===== src/rtl/seq_multiplier.sv =====
// rtl/seq_multiplier.sv - multi-cycle signed shift-add multiplier with valid/ready handshakes
module seq_multiplier #(
  parameter int WIDTH    = 8,
  parameter bit SATURATE = 1'b1
) (
  input  logic               clk,
  input  logic               rst,
  input  logic               in_valid,
  output logic               in_ready,
  input  logic [WIDTH-1:0]   a,
  input  logic [WIDTH-1:0]   b,
  output logic               out_valid,
  input  logic               out_ready,
  output logic [WIDTH-1:0]   prod,
  output logic [2*WIDTH-1:0] prod_full,
  output logic               ovf
);

  localparam int PW = 2 * WIDTH;
  localparam int CW = (WIDTH > 2) ? $clog2(WIDTH) : 1;

  typedef enum logic [1:0] {
    S_IDLE,
    S_CALC,
    S_FIX,
    S_DONE
  } state_t;

  state_t          state_q, state_d;
  logic [PW-1:0]   mcand_q, mcand_d;
  logic [WIDTH-1:0] mplier_q, mplier_d;
  logic            sign_q, sign_d;
  logic [CW-1:0]   cnt_q, cnt_d;
  logic [PW-1:0]   acc_q, acc_d;
  logic [WIDTH-1:0] prod_q, prod_d;
  logic [PW-1:0]   prod_full_q, prod_full_d;
  logic            ovf_q, ovf_d;

  logic [WIDTH-1:0] a_abs;
  logic [WIDTH-1:0] b_abs;
  logic [PW-1:0]    fix_full;
  logic [WIDTH:0]   fix_upper;
  logic             fix_ovf;
  logic [WIDTH-1:0] fix_sat;
  logic [WIDTH-1:0] fix_prod;

  // Magnitudes of the incoming operands; the most negative value maps onto
  // 2^(WIDTH-1), which still fits as an unsigned WIDTH-bit number.
  always_comb begin
    a_abs = a[WIDTH-1] ? (~a + {{(WIDTH-1){1'b0}}, 1'b1}) : a;
    b_abs = b[WIDTH-1] ? (~b + {{(WIDTH-1){1'b0}}, 1'b1}) : b;
  end

  // Sign fix-up of the magnitude product and narrowing to WIDTH bits; the
  // product fits WIDTH bits only when its top WIDTH+1 bits are all equal.
  always_comb begin
    fix_full  = sign_q ? (~acc_q + {{(PW-1){1'b0}}, 1'b1}) : acc_q;
    fix_upper = fix_full[PW-1:WIDTH-1];
    fix_ovf   = !((&fix_upper) || (~|fix_upper));
    fix_sat   = fix_full[PW-1] ? {1'b1, {(WIDTH-1){1'b0}}}
                               : {1'b0, {(WIDTH-1){1'b1}}};
    fix_prod  = (fix_ovf && SATURATE) ? fix_sat : fix_full[WIDTH-1:0];
  end

  // Next-state and datapath updates for the IDLE/CALC/FIX/DONE sequence.
  always_comb begin
    state_d     = state_q;
    mcand_d     = mcand_q;
    mplier_d    = mplier_q;
    sign_d      = sign_q;
    cnt_d       = cnt_q;
    acc_d       = acc_q;
    prod_d      = prod_q;
    prod_full_d = prod_full_q;
    ovf_d       = ovf_q;

    case (state_q)
      S_IDLE: begin
        if (in_valid) begin
          mcand_d  = {{WIDTH{1'b0}}, a_abs};
          mplier_d = b_abs;
          sign_d   = a[WIDTH-1] ^ b[WIDTH-1];
          acc_d    = '0;
          cnt_d    = CW'(WIDTH - 1);
          state_d  = S_CALC;
        end
      end
      S_CALC: begin
        // One multiplier bit per cycle; zero operands take the full count
        // so the latency never depends on the data.
        if (mplier_q[0]) begin
          acc_d = acc_q + mcand_q;
        end
        mcand_d  = mcand_q << 1;
        mplier_d = mplier_q >> 1;
        if (cnt_q == '0) begin
          state_d = S_FIX;
        end else begin
          cnt_d = cnt_q - CW'(1);
        end
      end
      S_FIX: begin
        prod_full_d = fix_full;
        ovf_d       = fix_ovf;
        prod_d      = fix_prod;
        state_d     = S_DONE;
      end
      S_DONE: begin
        if (out_ready) begin
          state_d = S_IDLE;
        end
      end
      default: begin
        state_d = S_IDLE;
      end
    endcase
  end

  // State register; reset discards any operation in flight and clears results.
  always_ff @(posedge clk) begin
    if (rst) begin
      state_q     <= S_IDLE;
      mcand_q     <= '0;
      mplier_q    <= '0;
      sign_q      <= 1'b0;
      cnt_q       <= '0;
      acc_q       <= '0;
      prod_q      <= '0;
      prod_full_q <= '0;
      ovf_q       <= 1'b0;
    end else begin
      state_q     <= state_d;
      mcand_q     <= mcand_d;
      mplier_q    <= mplier_d;
      sign_q      <= sign_d;
      cnt_q       <= cnt_d;
      acc_q       <= acc_d;
      prod_q      <= prod_d;
      prod_full_q <= prod_full_d;
      ovf_q       <= ovf_d;
    end
  end

  // Handshake outputs come straight from the state register so neither
  // ready nor valid has a combinational path from the other side.
  assign in_ready  = (state_q == S_IDLE);
  assign out_valid = (state_q == S_DONE);
  assign prod      = prod_q;
  assign prod_full = prod_full_q;
  assign ovf       = ovf_q;

endmodule


===== config.mk =====
export PLATFORM = sky130hd
export DESIGN_NAME = seq_multiplier
export DESIGN_NICKNAME = d
export VERILOG_FILES = /design/src/rtl/seq_multiplier.sv
export SDC_FILE = /design/constraint.sdc
export NUM_CORES = 1
export LEC_CHECK = 0
export CORE_ASPECT_RATIO = 0.5
export CORE_MARGIN = 2
export CORE_UTILIZATION = 40
export DETAILED_ROUTE_END_ITERATION = 10
export SLEW_MARGIN = 40
export SYNTH_ARGS = -nofsm -noshare
export SYNTH_HDL_FRONTEND = slang
export SYNTH_SLANG_ARGS = --single-unit

===== constraint.sdc =====
create_clock -name clk -period 5.6 [get_ports clk]
set_clock_uncertainty 0.05 [all_clocks]
set_input_delay 1.12 -clock clk [delete_from_list [all_inputs] [get_ports clk]]
set_output_delay 1.12 -clock clk [all_outputs]
set_load 0.01 [all_outputs]

Yosys cells after proc, flatten, opt, wreduce, memory -nomap -nowiden --
Index checks and enable logic that the tools add are counted.
Word-level totals: bits of input ports 20, bits in registers 71
Operators by class: equality and inequality tests 8, add/sub/neg operators 5, reductions and logical operators 13, bitwise logic cells 4, multiplexer cells 19
Operators by type and width (count):
- $mux W16 | 4
- $pmux W16 S2 | 2
- $mux W8 | 5
- $add A16 B1 Y16 const B | 1
- $add A16 B16 Y16 | 1
- $add A8 B1 Y8 const B | 2
- $not A16 Y16 | 1
- $not A8 Y8 | 2
- $pmux W8 S2 | 1
- $reduce_and A3 Y1 | 3
- $reduce_and A9 Y1 | 1
- $reduce_or A9 Y1 | 1
- $ne A2 B2 Y1 const B | 4
- $pmux W2 S4 | 1
- $mux W2 | 3
- $mux W3 | 2
- $pmux W3 S2 | 1
- $eq A2 B2 Y1 const B | 2
- $reduce_and A2 Y1 | 2
- $logic_not A3 Y1 | 1
- $sub A3 B1 Y3 const B | 1
- $eq A2 B1 Y1 const B | 1
- $logic_not A1 Y1 | 2
- $logic_not A2 Y1 | 1
- 4 further kinds | 4

Longest topological paths before layout --
Gate-level depths: netlist of the first run.
depth in word-level cells 7, gate-level depth with buffers 11, gate-level depth less buffers 11

Worst setup path before layout of the first run --
No wires, ideal clock.
path type input -> register, start point in in_valid, end point reg acc_q[2], arrival time 2507 ps, stages on the path 6, setup slack 2973 ps, path buffers 1, data required time 5480 ps, cells stage by stage nand2b_1 -> o21a_1 -> clkbuf_1 -> o21ai_1 -> or4_1 -> a21oi_1
Between the ends: longest elaborated chain between the ends 2
Ends and longest elaborated chain:
- start: declaration | RTL line 8 | input logic in_valid,
- $ne A2 B2 Y1 (no source line)
- $reduce_and A3 Y1 (no source line)
- end signal: assignment | RTL line 127 | acc_q <= '0;
- end signal: assignment | RTL line 137 | acc_q <= acc_d;
- end: declaration | RTL line 34 | logic [PW-1:0] acc_q, acc_d;
No other way between the ends. A chain may end at the register's enable or synchronous reset.

Final worst setup path of the first run --
Ends and elaborated chain as after synthesis.

==> run_results.csv, run 1 <==
group,metric,value,unit
run_status,status,"completed",
detailed_routing,drtIter0Drc,202,
yosys,postSynth.topFlopCell,"sky130_fd_sc_hd__dfxtp_1",
sta,max_freq,311,MHz
min_path,hold_path_startpoint,"mplier_q[6]$_SDFFE_PP0P_",
clock_tree,cts_made_buffers,9,
floorplan,die_height,76.2,µm
yosys,synth_edf_count,0,
power,total_power,2.08,mW
yosys,postSynthNetCount,565,
setup_path,worstSetupPathType,"input pin to register",
sta,worstMarginPinSlew,579,ps
sta,timing.final.crit_period,3220,ps
clock_tree,postCtsSetupRepairBufs,0,
final_layout,final_net_count,597,
sta,finalCritPeriodShare,57.5,%
global_route,grt_util_met2,28.6,%
placement,port_buffers,46,
power,total_leakage_power,2.00,nW
detailed_routing,detail_route.wl_per_cell,14.1,µm
detailed_routing,detail-route-antenna-nets,0,
clock_tree,worst_setup_hold_path_clk_slew,60,ps
floorplan,rows,26,
detailed_routing,drt_pass1_iterations,4,
yosys,ys_types,56,
clock_tree,clk_latency,340,ps
yosys,syn_area,0.00417,mm²
yosys,postSynth.asyncResetShare,0,%
yosys,post_synth_and_or_nand_nor_area_fraction,21.0,%
final_layout,area_of_the_multi_input_gates,0.00256,mm²
sta,finalSetupTns,0,ps
yosys,synthesis.instances,520,
final_layout,area_delta_synth_final,21.9,%
yosys,synth_mux_area_share,1.71,%
clock_tree,clock_path_buffers,2,
detailed_routing,route.final.wire_length,9850,µm
clock_tree,clock_sink_count,71,
setup_path,critical_path.endpoint_type,"register",
min_path,hold_end,"mplier_q[6]$_SDFFE_PP0P_",
setup_path,crit_path_slowest_cell,"sky130_fd_sc_hd__o21a_1",
yosys,postSynthRegisterBits,71,
sta,final_max_slew_viol_count,0,
floorplan,starting_density_of_the_core,40.9,%
yosys,ys_seq_area_share,34.1,%
detailed_routing,detail_route.vias_per_cell,5.34,
detailed_routing,route.detailed.drc,0,
sta,timing.slew.headroom,61.4,%
yosys,largest_family_of_logic_cells_by_synthesized_area,"compound AO/OA/AOI/OAI gates",
clock_tree,root_buffer,"sky130_fd_sc_hd__clkbuf_16",
setup_path,cp_peak_stage_delay,540,ps
global_route,grt_use_met3,4.85,%
min_path,worstHoldPathCells,2,
setup_path,r2r_end,"prod[6]$_SDFFE_PP0P_",
placement,detailed_place_hpwl,7060,µm
sta,setup_violations,0,
global_route,grt_pass1_wl,17100,µm
clock_tree,cts.hold.buffers_added,0,
floorplan,i_o_pin_cnt,47,
final_layout,seqCellArea,0.00142,mm²
setup_path,critical_path.cell_chain,"clkdlybuf4s50_1 -> nand2b_1 -> o21a_1 -> o21ai_1 -> buf_4 -> or4_1 -> a21oi_1",
detailed_routing,routed-via-count,3721,
global_route,number_of_global_route_vias_before_repair,3511,
yosys,yosys.area_share.adder,7.68,%
sta,final-hold-violation-count,0,
clock_tree,post_cts_resized,0,
floorplan,die_width,148,µm
setup_path,regToRegSetupSlack,2620,ps
global_route,globalRouteMet1Util,25.4,%
clock_tree,htreeDepth,3,
yosys,synth_xor_xnor_area_share,7.56,%
setup_path,cp.arrival,3430,ps
final_layout,antennaDiodeCount,0,
setup_path,timing.critical_path.required,5810,ps
final_layout,layout.cells.most_common_list,"70 x sky130_fd_sc_hd__dfxtp_1, 66 x sky130_fd_sc_hd__nand2_1, 61 x sky130_fd_sc_hd__nor2_1",
global_route,grt-busiest-layer,"met2",
global_route,pin_count_of_the_biggest_net_entering_global_routing,53,
floorplan,floorplan.core_area,0.0102,mm²
final_layout,finalCoreUtilization,49.9,%
global_route,global_route.overflow_total,0,
floorplan,die-area,0.0113,mm²
final_layout,fillerInstances,990,
run,max_cap_violations,0,
setup_path,critical_path.max_fanout,18,
global_route,gr-usage-all-layers,18.6,%
power,power_per_cell_area,409,mW/mm²
yosys,synth_compound_area_share,23.4,%
power,peakVddDrop,178,µV
clock_tree,cts_tree,"done",
setup_path,timing.critical_path.from_type,"input pin",
placement,gp_congestion,0.828,
setup_path,r2r_cells,7,
min_path,worstHoldPathType,"register to register",
yosys,post_synth.cell_area_avg,8.02,µm²
final_layout,layout.cells.most_common,"sky130_fd_sc_hd__dfxtp_1",
final_layout,drive_gt1_share,6.64,%
sta,worst_hold_slack,401,ps
yosys,yosysWarnings,0,
sta,grt_setup_unrepaired,"false",
setup_path,regToRegStartpoint,"acc_q[7]$_SDFFE_PP0P_",
global_route,antenna_found_initial,0,
==> where the power goes <==
group          internal (mW)  switching (mW)
registers              0.615          0.0893
clock network          0.459           0.220
logic                  0.298           0.398
total                   1.37           0.707
==> flip-flops by register name, indices dropped and copies added, names as in the netlist <==
| register | count |
|---|---|
| cnt_q | 3 |
| state_q | 2 |
| mplier_q | 8 |
| prod_full | 16 |
| mcand_q | 16 |
| acc_q | 16 |
| ovf | 1 |
| sign_q | 1 |
| prod | 8 |
==> per-stage QoR <==
step / cell area (µm²) / std cells / worst slack, ps
2_1_floorplan: 4170 / 520 / 2970
4_1_cts: 5080 / 697 / 2380
6_report: 5080 / 697 / 2380
3_3_place_gp: 4720 / 681 / 2070
5_1_grt: 5080 / 697 / 2210
3_5_place_dp: 4730 / 681 / 2040
==> worst max path at each step <==
stage / startpoint / to / slack, ps / cells after the start
after floorplan: in_valid / acc_q[2]$_SDFFE_PP0P_ / 2970 / 6
after global placement: in_valid / acc_q[2]$_SDFFE_PP0P_ / 2070 / 7
after detailed placement: in_valid / acc_q[2]$_SDFFE_PP0P_ / 2040 / 7
after CTS: in_valid / acc_q[2]$_SDFFE_PP0P_ / 2380 / 7
after global routing: in_valid / acc_q[2]$_SDFFE_PP0P_ / 2210 / 7
final: in_valid / acc_q[2]$_SDFFE_PP0P_ / 2380 / 7
==> routing by layer <==
metal,part of all wire (%),up-vias
li1,-,1918
met1,51,1716
met2,43,78
met3,5.1,9
met4,1.1,0
met5,0,-
==> cells by family (layout without fill, tap and decap cells) <==
family / count (synthesis) / in the layout
multiplexers: 7 / 7
XOR/XNOR: 36 / 36
buffers and inverters: 50 / 87
adder cells (fa/ha/maj): 25 / 25
AND/OR/NAND/NOR: 189 / 189
AO/OA/AOI/OAI: 142 / 142
flip-flops: 71 / 71
==> worst max-delay path: cells and delay by family <==
kind	cells	cell delay (ps)
AO/OA/AOI/OAI	3	810
buffers and inverters	2	750
AND/OR/NAND/NOR	2	750
==> Yosys cell counts, types with 6 or more instances <==
cell                        n  area share (%)
sky130_fd_sc_hd__nor2b_1    7             1.1
sky130_fd_sc_hd__a211oi_1  21             3.8
sky130_fd_sc_hd__nor2_1    61             5.5
sky130_fd_sc_hd__mux2i_1    6             1.4
sky130_fd_sc_hd__o31ai_1    7             1.3
sky130_fd_sc_hd__nand2b_1   6            0.90
sky130_fd_sc_hd__ha_1      24             7.2
sky130_fd_sc_hd__nor3_1     6            0.72
sky130_fd_sc_hd__nand2_1   66             5.9
sky130_fd_sc_hd__or3_1      7             1.1
sky130_fd_sc_hd__dfxtp_1   71              34
sky130_fd_sc_hd__clkbuf_1  27             2.4
sky130_fd_sc_hd__a21oi_1   34             4.1
sky130_fd_sc_hd__xor2_1    23             4.8
sky130_fd_sc_hd__inv_1     20             1.8
sky130_fd_sc_hd__a22oi_1   16             2.9
sky130_fd_sc_hd__o21a_1     6             1.1
sky130_fd_sc_hd__nand3_1    8            0.96
sky130_fd_sc_hd__nand4_1    7             1.1
sky130_fd_sc_hd__o21ai_0   26             3.1
sky130_fd_sc_hd__xnor2_1   13             2.7
==> area by class of cell <==
cell class	instances	share of cell area, %
Multi-Input combinational cell	399	50.3
Timing Repair Buffer	51	9.75
Sequential cell	71	28.0
Clock buffer	11	4.97
Tap cell	140	3.45
Clock inverter	5	2.04
Inverter	20	1.48
Power figures use the tool's default switching activity.
==> inputs of run 2 (changes only) <==
Clock period 5.6 ns to 2.6 ns, I/O delays scaled along.
==> run_results.csv, run 2 (synthesis results as in run 1) <==
group,metric,value,unit
placement,port_buffers,46,
global_route,antenna_found_initial,0,
final_layout,layout.cells.most_common_list,"67 x sky130_fd_sc_hd__dfxtp_1, 65 x sky130_fd_sc_hd__nand2_1, 61 x sky130_fd_sc_hd__nor2_1",
final_layout,instances_no_fill,738,
setup_path,worstSetupPathType,"register to register",
final_layout,final_net_count,638,
detailed_routing,detail_route.vias_per_cell,5.19,
setup_path,critical_path.endpoint_type,"register",
run,max_cap_violations,0,
setup_path,cp.arrival,2780,ps
final_layout,seqCellArea,0.00143,mm²
global_route,pin_count_of_the_biggest_net_entering_global_routing,58,
sta,timing.final.crit_period,2610,ps
floorplan,floorplan.core_area,0.0102,mm²
clock_tree,clock_sink_count,71,
clock_tree,cts_tree,"done",
setup_path,r2r_end,"prod[4]$_SDFFE_PP0P_",
setup_path,timing.critical_path.from_type,"register",
sta,max_freq,383,MHz
detailed_routing,drt_pass1_iterations,5,
final_layout,drive_gt1_share,16.2,%
sta,final-hold-violation-count,0,
power,power_per_cell_area,839,mW/mm²
setup_path,r2r_cells,8,
final_layout,area_delta_synth_final,32.7,%
power,power.internal,3.05,mW
power,total_leakage_power,2.25,nW
min_path,worstHoldPathCells,2,
clock_tree,root_buffer,"sky130_fd_sc_hd__clkbuf_16",
floorplan,rows,26,
detailed_routing,drtIter0Drc,209,
final_layout,fillerInstances,954,
min_path,hold_end,"mplier_q[1]$_SDFFE_PP0P_",
run_status,status,"finished, violations left",
placement,pre_cts_ws,-50.9,ps
detailed_routing,detail_route.wl_per_cell,14.2,µm
clock_tree,clock_path_buffers,2,
setup_path,regToRegStartpoint,"acc_q[7]$_SDFFE_PP0P_",
placement,detailed_place_hpwl,7570,µm
global_route,number_of_global_route_vias_before_repair,3622,
floorplan,i_o_pin_cnt,47,
sta,finalSetupTns,-26.0,ps
detailed_routing,detail-route-antenna-nets,0,
power,seqPwrFrac,32.3,%
clock_tree,clk_latency,330,ps
sta,setup_violations,3,
sta,final_max_slew_viol_count,0,
clock_tree,worst_setup_hold_path_clk_slew,60,ps
floorplan,starting_density_of_the_core,40.9,%
sta,grt_setup_unrepaired,"true",
sta,finalCritPeriodShare,100,%
min_path,hold_path_startpoint,"mplier_q[1]$_SDFFE_PP0P_",
floorplan,die_width,148,µm
placement,dpl.cell_count,712,
floorplan,die_height,76.2,µm
power,power.switching_fraction,34.2,%
final_layout,layout.cells.most_common,"sky130_fd_sc_hd__dfxtp_1",
setup_path,critical_path.max_fanout,5,
global_route,global_route.overflow_total,0,
setup_path,timing.critical_path.required,2770,ps
clock_tree,htreeDepth,3,
global_route,grt_pass1_wl,17800,µm
power,peakVddDrop,526,µV
final_layout,area_of_the_multi_input_gates,0.00270,mm²
setup_path,regToRegSetupSlack,-10,ps
sta,final.setup.worst_slack,-12.9,ps
sta,timing.slew.headroom,62.5,%
detailed_routing,routed-via-count,3831,
clock_tree,cts_made_buffers,9,
detailed_routing,route.final.wire_length,10500,µm
run_status,violations,"negative setup slack",
power,pwr-share-comb,37.0,%
min_path,worstHoldPathType,"register to register",
floorplan,die-area,0.0113,mm²
final_layout,antennaDiodeCount,0,
power,switchingPower,1.59,mW
sta,worstMarginPinSlew,562,ps
global_route,gr-usage-all-layers,19.3,%
placement,gp_congestion,0.819,
power,power.clock.fraction,30.7,%
detailed_routing,route.detailed.drc,0,
[run 2: cell count changes in the layout (fill, tap and decap cells not counted), moves of 2 or more]
cell / change
sky130_fd_sc_hd__xor2_1: -3
sky130_fd_sc_hd__dfxtp_1: -3
sky130_fd_sc_hd__buf_4: +39
sky130_fd_sc_hd__nor2b_1: -2
sky130_fd_sc_hd__o31ai_4: +2
sky130_fd_sc_hd__dfxtp_2: +3
sky130_fd_sc_hd__xor2_2: +3
[run 2: routing by layer]
layer | GRT usage (%) | up-vias | wire length, µm
li1 | - | 1984 | -
met1 | 28.1 | 1758 | 5510
met2 | 28.9 | 81 | 4430
met3 | 4.73 | 8 | 473
met4 | 3.90 | 0 | 76
met5 | 0 | - | 0
[run 2: area by class of cell]
cell class                      instances  share of cell area (%)
Timing Repair Buffer                   92                    14.7
Clock inverter                          6                    1.94
Inverter                               20                    1.36
Tap cell                              140                    3.17
Clock buffer                           10                    4.32
Multi-Input combinational cell        399                    48.7
Sequential cell                        71                    25.8
[run 2: how the worst max path moves through the flow]
stage,end,depth (start not counted),slack [ps],start
2_1_floorplan,prod[5]$_SDFFE_PP0P_,8,30,acc_q[7]$_SDFFE_PP0P_
3_3_place_gp,prod[4]$_SDFFE_PP0P_,7,10,acc_q[7]$_SDFFE_PP0P_
3_5_place_dp,prod[4]$_SDFFE_PP0P_,7,-50,acc_q[7]$_SDFFE_PP0P_
4_1_cts,prod[6]$_SDFFE_PP0P_,7,-10,acc_q[7]$_SDFFE_PP0P_
5_1_grt,prod[4]$_SDFFE_PP0P_,8,-90,acc_q[7]$_SDFFE_PP0P_
6_report,prod[4]$_SDFFE_PP0P_,8,-10,acc_q[7]$_SDFFE_PP0P_
[run 2: worst max-delay path, stage by stage (launching register included)]
cell and delay, ps:
sky130_fd_sc_hd__dfxtp_2 310, sky130_fd_sc_hd__or4_4 530, sky130_fd_sc_hd__or4_4 470, sky130_fd_sc_hd__o21ai_4 190
sky130_fd_sc_hd__xor2_1 240, sky130_fd_sc_hd__nor3_2 80, sky130_fd_sc_hd__a31o_4 260, sky130_fd_sc_hd__and2_4 180
sky130_fd_sc_hd__a32o_1 200
[run 2: what timing repair did]
action | 4_1_cts | 5_1_grt
resized for setup | 4 | 23
buffers inserted | 6 | 5
pin swaps | 4 | 14
setup endpoints to repair | 7 | 10
hold buffers | 0 | 0
[run 2: power groups by stage]
stage	clock network (mW)	registers (mW)	logic, mW
5_1_grt	1.51	1.54	1.92
3_3_place_gp	0	1.51	1.62
3_5_place_dp	0	1.52	1.64
2_1_floorplan	0	1.52	1.01
6_report	1.43	1.50	1.72
4_1_cts	1.45	1.50	1.68
[run 2: stage by stage]
| stage | power, mW | hold WS [ps] | utilization, % | instance area [µm²] |
|---|---|---|---|---|
| 2_1_floorplan | 2.53 | 382 | - | 4190 |
| 3_3_place_gp | 3.13 | 388 | 49.0 | 4980 |
| 3_5_place_dp | 3.16 | 397 | 49.0 | 4980 |
| 4_1_cts | 4.63 | 406 | 52.9 | 5390 |
| 5_1_grt | 4.97 | 429 | 54.3 | 5530 |
| 6_report | 4.64 | 405 | 54.3 | 5530 |
